$ cat config.mk
export PLATFORM = sky130hd
export DESIGN_NAME = midi_transmitter
export DESIGN_NICKNAME = d
export VERILOG_FILES = /design/src/rtl/midi_transmitter.sv
export SDC_FILE = /design/constraint.sdc
export NUM_CORES = 1
export LEC_CHECK = 0
export BUFFER_PORTS_ARGS = -buffer_cell sky130_fd_sc_hd__buf_2
export CORE_MARGIN = 2
export CORE_UTILIZATION = 30
export DETAILED_ROUTE_END_ITERATION = 10
export GPL_TIMING_DRIVEN = 1
export HOLD_SLACK_MARGIN = 0.02
export PLACE_DENSITY = 0.47
export SYNTH_ARGS = -nofsm -noshare
export SYNTH_HDL_FRONTEND = slang
export SYNTH_SLANG_ARGS = --single-unit
$ cat constraint.sdc
create_clock -name clock_50_000_000 -period 1.9 [get_ports clock_50_000_000]
set_clock_uncertainty 0.05 [all_clocks]
set_input_delay 0.285 -clock clock_50_000_000 [delete_from_list [all_inputs] [get_ports clock_50_000_000]]
set_output_delay 0.285 -clock clock_50_000_000 [all_outputs]
set_load 0.005 [all_outputs]
$ cat src/rtl/midi_transmitter.sv
// MIDI transmitter: serialises 1-3 byte messages onto a UART line (8N1, LSB first),
// omitting a repeated channel status byte when running status is enabled.
//
// state | meaning
// IDLE  | line high, ready for the next message
// START | start bit (0) of the current byte
// DATA  | data bits LSB first, bit_idx selects the bit on the line
// STOP  | stop bit (1); chains into the next byte if any remain

module midi_transmitter #(
  parameter int CLOCK_FREQUENCY = 50_000_000,
  parameter int BAUD_RATE       = 31250,
  parameter int RUNNING_STATUS  = 1
) (
  input  logic       clock_50_000_000,
  input  logic       reset_l,
  input  logic       msg_valid,
  output logic       msg_ready,
  input  logic [7:0] msg_status,
  input  logic [6:0] msg_data1,
  input  logic [6:0] msg_data2,
  input  logic [1:0] msg_length,
  output logic       midi_tx,
  output logic       busy
);

  localparam int CLKS_PER_BIT = CLOCK_FREQUENCY / BAUD_RATE;
  localparam int TMR_W = (CLKS_PER_BIT > 1) ? $clog2(CLKS_PER_BIT) : 1;
  localparam logic [TMR_W-1:0] TMR_RELOAD = TMR_W'(CLKS_PER_BIT - 1);

  typedef enum logic [1:0] {IDLE, START, DATA, STOP} state_t;

  state_t           state;
  state_t           state_nxt;
  logic [TMR_W-1:0] bit_tmr;
  logic             tmr_tc;
  logic [2:0]       bit_idx;
  logic [1:0]       bytes_left;
  logic [7:0]       cur_byte;
  logic [7:0]       next_byte;
  logic [7:0]       last_byte;
  logic [7:0]       last_status;
  logic             last_valid;
  logic             ready_q;

  logic       is_channel;
  logic       is_common;
  logic       skip_status;
  logic [1:0] n_bytes;
  logic       drop;
  logic       accept;
  logic       launch;

  assign tmr_tc      = (bit_tmr == '0);
  assign msg_ready   = ready_q && (state == IDLE);
  assign busy        = (state != IDLE);
  assign accept      = msg_valid && msg_ready;

  assign is_channel  = msg_status[7] && (msg_status[7:4] != 4'hF);
  assign is_common   = (msg_status[7:3] == 5'b11110);
  assign skip_status = (RUNNING_STATUS != 0) && is_channel && last_valid &&
                       (last_status == msg_status);
  assign n_bytes     = skip_status ? (msg_length - 2'd1) : msg_length;
  // Malformed, empty and fully-suppressed messages are swallowed without line activity.
  assign drop        = (msg_length == 2'd0) || !msg_status[7] || (n_bytes == 2'd0);
  assign launch      = accept && !drop;

  always_comb begin
    state_nxt = state;
    case (state)
      IDLE:    if (launch) state_nxt = START;
      START:   if (tmr_tc) state_nxt = DATA;
      DATA:    if (tmr_tc && (bit_idx == 3'd7)) state_nxt = STOP;
      STOP:    if (tmr_tc) state_nxt = (bytes_left != 2'd0) ? START : IDLE;
      default: state_nxt = IDLE;
    endcase
  end

  always_ff @(posedge clock_50_000_000) begin
    if (!reset_l) state <= IDLE;
    else          state <= state_nxt;
  end

  always_ff @(posedge clock_50_000_000) begin
    if (!reset_l) begin
      midi_tx     <= 1'b1;
      ready_q     <= 1'b0;
      bit_tmr     <= '0;
      bit_idx     <= 3'd0;
      bytes_left  <= 2'd0;
      cur_byte    <= 8'h00;
      next_byte   <= 8'h00;
      last_byte   <= 8'h00;
      last_status <= 8'h00;
      last_valid  <= 1'b0;
    end else begin
      ready_q <= 1'b1;
      if (state != IDLE) bit_tmr <= tmr_tc ? TMR_RELOAD : (bit_tmr - TMR_W'(1));
      case (state)
        IDLE: begin
          if (launch) begin
            midi_tx    <= 1'b0;
            bit_tmr    <= TMR_RELOAD;
            cur_byte   <= skip_status ? {1'b0, msg_data1} : msg_status;
            next_byte  <= skip_status ? {1'b0, msg_data2} : {1'b0, msg_data1};
            last_byte  <= {1'b0, msg_data2};
            bytes_left <= n_bytes - 2'd1;
            // Real-time bytes leave running status alone; system common cancels it.
            if (is_channel) begin
              last_status <= msg_status;
              last_valid  <= 1'b1;
            end else if (is_common) begin
              last_valid  <= 1'b0;
            end
          end
        end
        START: begin
          if (tmr_tc) begin
            midi_tx <= cur_byte[0];
            bit_idx <= 3'd0;
          end
        end
        DATA: begin
          if (tmr_tc) begin
            if (bit_idx == 3'd7) begin
              midi_tx <= 1'b1;
            end else begin
              midi_tx <= cur_byte[bit_idx + 3'd1];
              bit_idx <= bit_idx + 3'd1;
            end
          end
        end
        STOP: begin
          if (tmr_tc && (bytes_left != 2'd0)) begin
            midi_tx    <= 1'b0;
            cur_byte   <= next_byte;
            next_byte  <= last_byte;
            bytes_left <= bytes_left - 2'd1;
          end
        end
        default: ;
      endcase
    end
  end

endmodule

==> summary.txt, run 1 <==
Synthesis
  • Syn Inst Count: 310
  • Post-synth top area share: 0.377
  • Yosys warnings: 0
  • Top post-synthesis cells by count: nand2_1, dfxtp_1, o21ai_0, mux2i_1, a21oi_1
  • Async set or reset register ratio after synthesis: 0
  • Mean Syn Cell Area: around 8.7 µm²
  • Post-synth EDFFs: 0
  • Most common cell in the netlist: nand2_1
  • Top cells by area, synth: dfxtp_1, mux2i_1, nand2_1
  • Post-synthesis sequential area ratio: 0.377
  • Largest area contributor in the netlist: dfxtp_1
  • Synthesized area: roughly 0.0027 mm²
  • Distinct cells, synth: 43
  • Ys flop type: dfxtp_1
  • Post-synthesis net count: between 300 and 400
  • Synth Register Bits: 51

Setup path
  • Critical-path top delay cell: dfxtp_4
  • R2R Setup Slk: -0.09 ns
  • Crit path required time: between 2 and 2.5 ns
  • Max Fanout on Critical Path: 6
  • Kind of critical path: register to register
  • Crit path cell chain: xor2_4, nor4_4, nand3_4, buf_6, mux2_4, a211o_1, a31oi_1
  • CP endpoint kind: register
  • CP max stage delay: approximately 0.37 ns
  • Worst path arrival time: 2.18 ns
  • Worst path buffer plus inverter count: 1
  • Top delay family on crit path: simple AND/OR/NAND/NOR gates
  • CP Launch Type: register

Timing
  • Slew Limit Fails: 0
  • Relative slew slack: 0.743
  • RSZ-0062 raised after global routing: yes
  • Setup TNS: -1.38 ns
  • Achievable Freq: slightly above 0.5 GHz
  • Final setup viols: 35
  • Tightest Pin Transition: slightly below 0.4 ns
  • Final Hold Violating Endpoints: 0
  • Min Clock Period, post-route: ~2.0 ns
  • Setup slack after layout: -0.0895 ns
  • Hold_ws: about 0.16 ns
  • Period utilisation layout: 1.05

Power
  • Worst ir drop on vdd: 0.423 mV
  • Tot Pwr: ~0.0035 W
  • PwrDens: 954 mW/mm²
  • Leakage Power: 1.57 nW

Global routing
  • Vias in the first global route: 2440
  • GRT Util Overall: 0.154
  • Initial antenna violation count: 0
  • Largest net degree at the start of global routing: 29
  • Grt total ovfl: 0
  • First-pass GRT wire length: 12.1 mm

CTS
  • H-Tree Depth: 2
  • Clock Latency Late Sink: just over 0.3 ns
  • CTS Sinks: just over 50
  • CTS tree: yes
  • CTS Hold Bufs: 0
  • CTS Root Cell: clkbuf_8
  • Clk slew on worst S/H paths: around 0.1 ns
  • CTS buffer count: 5
  • Clk buf depth: 2

Layout
  • Area grow syn2layout: 34.9%
  • Antenna Cells: 0
  • Fin nets: ~420
  • Layout cells sized above 1: 0.370
  • Design area: roughly 0.0037 mm²
  • FILL cells: around 900
  • Final cell count without fillers: 492

Placed design
  • Dpl hpwl: 5.15 mm
  • Dpl cell area: ~0.0033 mm²
  • Gpl congestion: between 0.7 and 0.8
  • Placed cell count: approximately 480
  • PortBufs: 29

Die
  • Starting density of the core: 0.310
  • Die area: slightly below 0.01 mm²
  • Die Wd: around 99 µm
  • I/O pins: 30
  • Area of the core: 0.00872 mm²
  • Cell Rows: 34
  • Die H: 99.0 µm

Job
  • Max-cap violations: 0

Outcome
  • Status: complete, but fails checks
  • Failing checks: negative setup slack

Min path
  • HP Class: input pin to register

Detailed routing
  • Routed Antenna Nets: 0
  • DRT Pass-1 Iters: 4
  • Vias per std cell: roughly 5.0
  • DR iter-0 viols: ~130
  • Total Wirelength: between 7 and 8 mm
  • Via count: 2457
  • WL/cell: between 10 and 15 µm
  • DRC Markers: 0
area by class of cell:
class | count | area, µm² | area share
clock buffer | 7 | 96.3 | 0.0264
clock inverter | 1 | 7.51 | 0.00206
inverter | 11 | 41.3 | 0.0113
multi-input combinational | 233 | 1770 | 0.485
sequential | 51 | 1030 | 0.283
tap | 108 | 135 | 0.0370
timing repair buffer | 81 | 567 | 0.155
per-stage QoR:
stage           util  worst slack, ns
3_3_place_gp   0.380           -0.167
2_1_floorplan      -          0.00144
3_5_place_dp   0.380           -0.213
4_1_cts        0.402          -0.0735
6_report       0.419          -0.0895
5_1_grt        0.419           -0.157
worst paths after layout:
path | startpoint | to | depth (start not counted)
setup / recovery | last_status[1]$_SDFFE_PN0P_ | bytes_left[1]$_SDFFE_PN0P_ | 7
hold / removal | msg_data2[5] | last_byte[5]$_SDFFE_PN0P_ | 3
setup reg to reg | last_status[1]$_SDFFE_PN0P_ | bytes_left[1]$_SDFFE_PN0P_ | 7
hold reg to reg | last_byte[2]$_SDFFE_PN0P_ | last_byte[2]$_SDFFE_PN0P_ | 2
sequential cells by signal, indices dropped and copies added, names as in the netlist:
register / flops
midi_tx: 1
last_byte: 7
bit_tmr: 11
last_status: 8
cur_byte: 8
ready_q: 1
last_valid: 1
bit_idx: 3
state: 2
bytes_left: 2
next_byte: 7
cell usage in the layout (no fill, tap or decap), types with 5 or more instances in the layout:
master	instances
buf_2	29
a22o_1	14
inv_1	8
ha_1	6
o21ai_0	21
clkbuf_8	7
nor2_1	14
buf_4	46
nand2_1	54
dfxtp_1	42
dfxtp_2	8
a21oi_1	15
xor2_1	8
mux2i_1	20
buf_6	5
metal layers:
layer | global-route usage | wire length (µm) | up-vias
li1 | - | - | 1247
met1 | 0.215 | 3510 | 1171
met2 | 0.252 | 3430 | 33
met3 | 0.0241 | 191 | 6
met4 | 0.0316 | 66 | 0
met5 | 0 | 0 | -
tightest hold or removal path, cell delays in order:
cell and delay, ns:
buf_2 0.10, nand2_1 0.05, a21oi_1 0.05
what timing repair did:
action	4_1_cts	5_1_grt
gates resized for setup	16	32
setup buffers	0	6
gates cloned	2	0
setup endpoints to repair	47	48
pin swaps	9	13
cells by family after synthesis:
family,share of synthesized area
AND/OR/NAND/NOR,0.185
AO/OA/AOI/OAI,0.192
flip-flops,0.377
buffers and inverters,0.0495
multiplexers,0.114
XOR/XNOR,0.0453
adder cells (fa/ha/maj),0.0370
report_power, final:
part / internal [W] / switching [W]
Clock: 0.000333 / 0.000383
Combinational: 0.000707 / 0.000727
Sequential: 0.00121 / 0.000124
Note: power is estimated with default switching activity, not from simulation.
==> run 2: changes to the inputs <==
- ABC_AREA: default -> 1
- CORE_UTILIZATION: 30 -> 35
- PLACE_DENSITY: 0.47 -> 0.53
==> summary.txt, run 2 <==
Timing
  • Relative slew slack: 0.622 (was 0.743)
  • Final Hold Violating Endpoints: 0 (unchanged)
  • Achievable Freq: 0.552 GHz (was 0.503 GHz)
  • Setup TNS: 0 ns (was -1.38 ns)
  • Min Clock Period, post-route: 1.81 ns (was 1.99 ns)
  • Period utilisation layout: 0.953 (was 1.05)
  • Setup slack after layout: 0.0891 ns (was -0.0895 ns)
  • Tightest Pin Transition: 0.564 ns (was 0.384 ns)
  • RSZ-0062 raised after global routing: yes (unchanged)
  • Final setup viols: 0 (was 35)
  • Slew Limit Fails: 0 (unchanged)

Synthesis
  • Largest area contributor in the netlist: dfxtp_1 (unchanged)
  • Async set or reset register ratio after synthesis: 0 (unchanged)
  • Post-synth top area share: 0.347 (was 0.377)
  • Synth Register Bits: 51 (unchanged)
  • Ys flop type: dfxtp_1 (unchanged)
  • Syn Inst Count: 438 (was 310)
  • Post-synthesis net count: 473 (was 345)
  • Mean Syn Cell Area: 6.72 µm² (was 8.73 µm²)
  • Post-synth EDFFs: 0 (unchanged)
  • Post-synthesis sequential area ratio: 0.347 (was 0.377)
  • Yosys warnings: 0 (unchanged)
  • Top post-synthesis cells by count: nand2_1, nor2_1, o21ai_0, dfxtp_1, inv_1 (was nand2_1, dfxtp_1, o21ai_0, mux2i_1, a21oi_1)
  • Distinct cells, synth: 38 (was 43)
  • Synthesized area: 0.00294 mm² (was 0.00271 mm²)
  • Most common cell in the netlist: nand2_1 (unchanged)
  • Top cells by area, synth: dfxtp_1, nand2_1, o21ai_0 (was dfxtp_1, mux2i_1, nand2_1)

Global routing
  • Vias in the first global route: 2771 (was 2440)
  • GRT Util Overall: 0.175 (was 0.154)
  • Initial antenna violation count: 0 (unchanged)
  • Grt total ovfl: 0 (unchanged)
  • Largest net degree at the start of global routing: 33 (was 29)
  • First-pass GRT wire length: 12.6 mm (was 12.1 mm)

Placed design
  • PortBufs: 29 (unchanged)
  • Dpl cell area: 0.00350 mm² (was 0.00331 mm²)
  • Gpl congestion: 0.839 (was 0.743)
  • Dpl hpwl: 5.59 mm (was 5.15 mm)
  • Worst slack, placed: -0.136 ns (was -0.213 ns)

Die
  • Die H: 95.7 µm (was 99.0 µm)
  • Die area: 0.00916 mm² (was 0.00980 mm²)
  • Area of the core: 0.00818 mm² (was 0.00872 mm²)
  • Starting density of the core: 0.360 (was 0.310)
  • Die Wd: 95.7 µm (was 99.0 µm)
  • I/O pins: 30 (unchanged)
  • Cell Rows: 33 (was 34)

Layout
  • Most frequent cells in the layout: nand2_1, nor2_1, buf_4 (was nand2_1, buf_4, dfxtp_1)
  • Fin nets: 544 (was 418)
  • Top flop regs: bit_tmr: 11 flops, cur_byte: 8 flops, last_status: 8 flops (unchanged)
  • Layout cells sized above 1: 0.375 (was 0.370)
  • Commonest non-fill, non-tap cell in the layout: nand2_1 (unchanged)
  • Design area: 0.00390 mm² (was 0.00365 mm²)
  • Antenna Cells: 0 (unchanged)
  • Max reg flops: 11 (unchanged)
  • Area grow syn2layout: 32.4% (was 34.9%)
  • Biggest register: bit_tmr (unchanged)

Detailed routing
  • Via count: 2924 (was 2457)
  • WL/cell: 12.2 µm (was 14.6 µm)
  • DR iter-0 viols: 124 (was 133)
  • Vias per std cell: 4.75 (was 4.99)
  • Total Wirelength: 7.48 mm (was 7.19 mm)
  • DRC Markers: 0 (unchanged)
  • DRT Pass-1 Iters: 4 (unchanged)
  • Routed Antenna Nets: 0 (unchanged)

CTS
  • Clock Latency Late Sink: 0.30 ns (was 0.31 ns)
  • Clk slew on worst S/H paths: 0.09 ns (was 0.10 ns)
  • H-Tree Depth: 2 (unchanged)
  • CTS Sinks: 51 (unchanged)
  • Clk buf depth: 2 (unchanged)
  • CTS tree: yes (unchanged)
  • CTS buffer count: 5 (unchanged)
  • CTS Hold Bufs: 0 (unchanged)
  • CTS Root Cell: clkbuf_8 (unchanged)

Power
  • Tot Pwr: 0.00436 W (was 0.00348 W)
  • Worst ir drop on vdd: 0.539 mV (was 0.423 mV)
  • PwrDens: 1120 mW/mm² (was 954 mW/mm²)
  • Leakage Power: 1.69 nW (was 1.57 nW)

Setup path
  • Crit path required time: 2.06 ns (was 2.09 ns)
  • Worst path arrival time: 1.97 ns (was 2.18 ns)
  • CP endpoint kind: register (unchanged)
  • CP Launch Type: register (unchanged)
  • Kind of critical path: register to register (unchanged)
  • Max Fanout on Critical Path: 5 (was 6)

Min path
  • HP Class: input pin to register (unchanged)

Outcome
  • Status: complete, no violations (was complete, but fails checks)

Job
  • Max-cap violations: 0 (unchanged)
-- run 2: worst paths after layout --
| path | end | depth (start not counted) | slack, ns | start |
|---|---|---|---|---|
| setup / recovery | bit_idx[0]$_SDFFE_PN0P_ | 10 | 0.09 | bit_tmr[1]$_SDFF_PN0_ |
| hold / removal | last_byte[6]$_SDFFE_PN0P_ | 3 | 0.19 | msg_data2[6] |
| setup reg to reg | bit_idx[0]$_SDFFE_PN0P_ | 10 | 0.09 | bit_tmr[1]$_SDFF_PN0_ |
| hold reg to reg | bit_tmr[0]$_SDFF_PN0_ | 2 | 0.42 | bit_tmr[0]$_SDFF_PN0_ |
-- run 2: cell families (layout without fill, tap and decap cells) --
group                      after synthesis  after routing  synth area share
adders and majority gates                8              8            0.0340
DFF                                     51             51             0.347
muxes                                    1              1           0.00382
and+or+nand+nor                        219            219             0.339
xor gates and xnor gates                 3              3           0.00893
AOI/OAI and AO/OA                       92             92             0.173
buffers and inverters                   64            136            0.0948
-- run 2: final cells by class --
| type | instances | area, µm² |
|---|---|---|
| clock buffers | 7 | 76.3 |
| clock inverters | 1 | 5.00 |
| fillers | 867 | 4280 |
| inverters | 49 | 193 |
| multi-input cells | 323 | 1890 |
| flip-flops and latches | 51 | 1040 |
| well taps | 105 | 131 |
| repair buffers | 79 | 563 |
-- run 2: worst max-delay path, cell delays in order (launching register included) --
cell and delay, ns:
dfxtp_2 0.33, inv_2 0.07, ha_4 0.15, nand3_4 0.08, nor2_4 0.12, inv_2 0.05
nor4_4 0.25, buf_4 0.17, buf_4 0.15, nand2_2 0.08, a211oi_1 0.21
-- run 2: report_power, final --
part	internal [W]	switching [W]	total, W
combinational	0.00104	0.00129	0.00233
clock	0.000260	0.000364	0.000624
sequential	0.00128	0.000135	0.00141
-- run 2: what timing repair did --
| action | 4_1_cts | 5_1_grt |
|---|---|---|
| buffers inserted | 0 | 3 |
| resized for setup | 8 | 99 |
| gates cloned | 0 | 0 |
| setup endpoints to repair | 31 | 47 |
| hold endpoints to repair | 0 | 0 |
| pin swaps | 0 | 33 |
-- run 2: stage by stage --
| step | std cells | hold WS [ns] | util |
|---|---|---|---|
| CTS | 612 | 0.189 | 0.441 |
| detailed placement | 604 | 0.403 | 0.428 |
| floorplan | 438 | 0.263 | - |
| finish | 615 | 0.192 | 0.477 |
| global placement | 604 | 0.402 | 0.428 |
| global route | 615 | 0.223 | 0.477 |
-- run 2: per-layer routing --
metal	share of wire	global-route usage
met2	0.46	0.283
met1	0.50	0.243
met3	0.027	0.0298
met5	0	0
met4	0.0096	0.0405
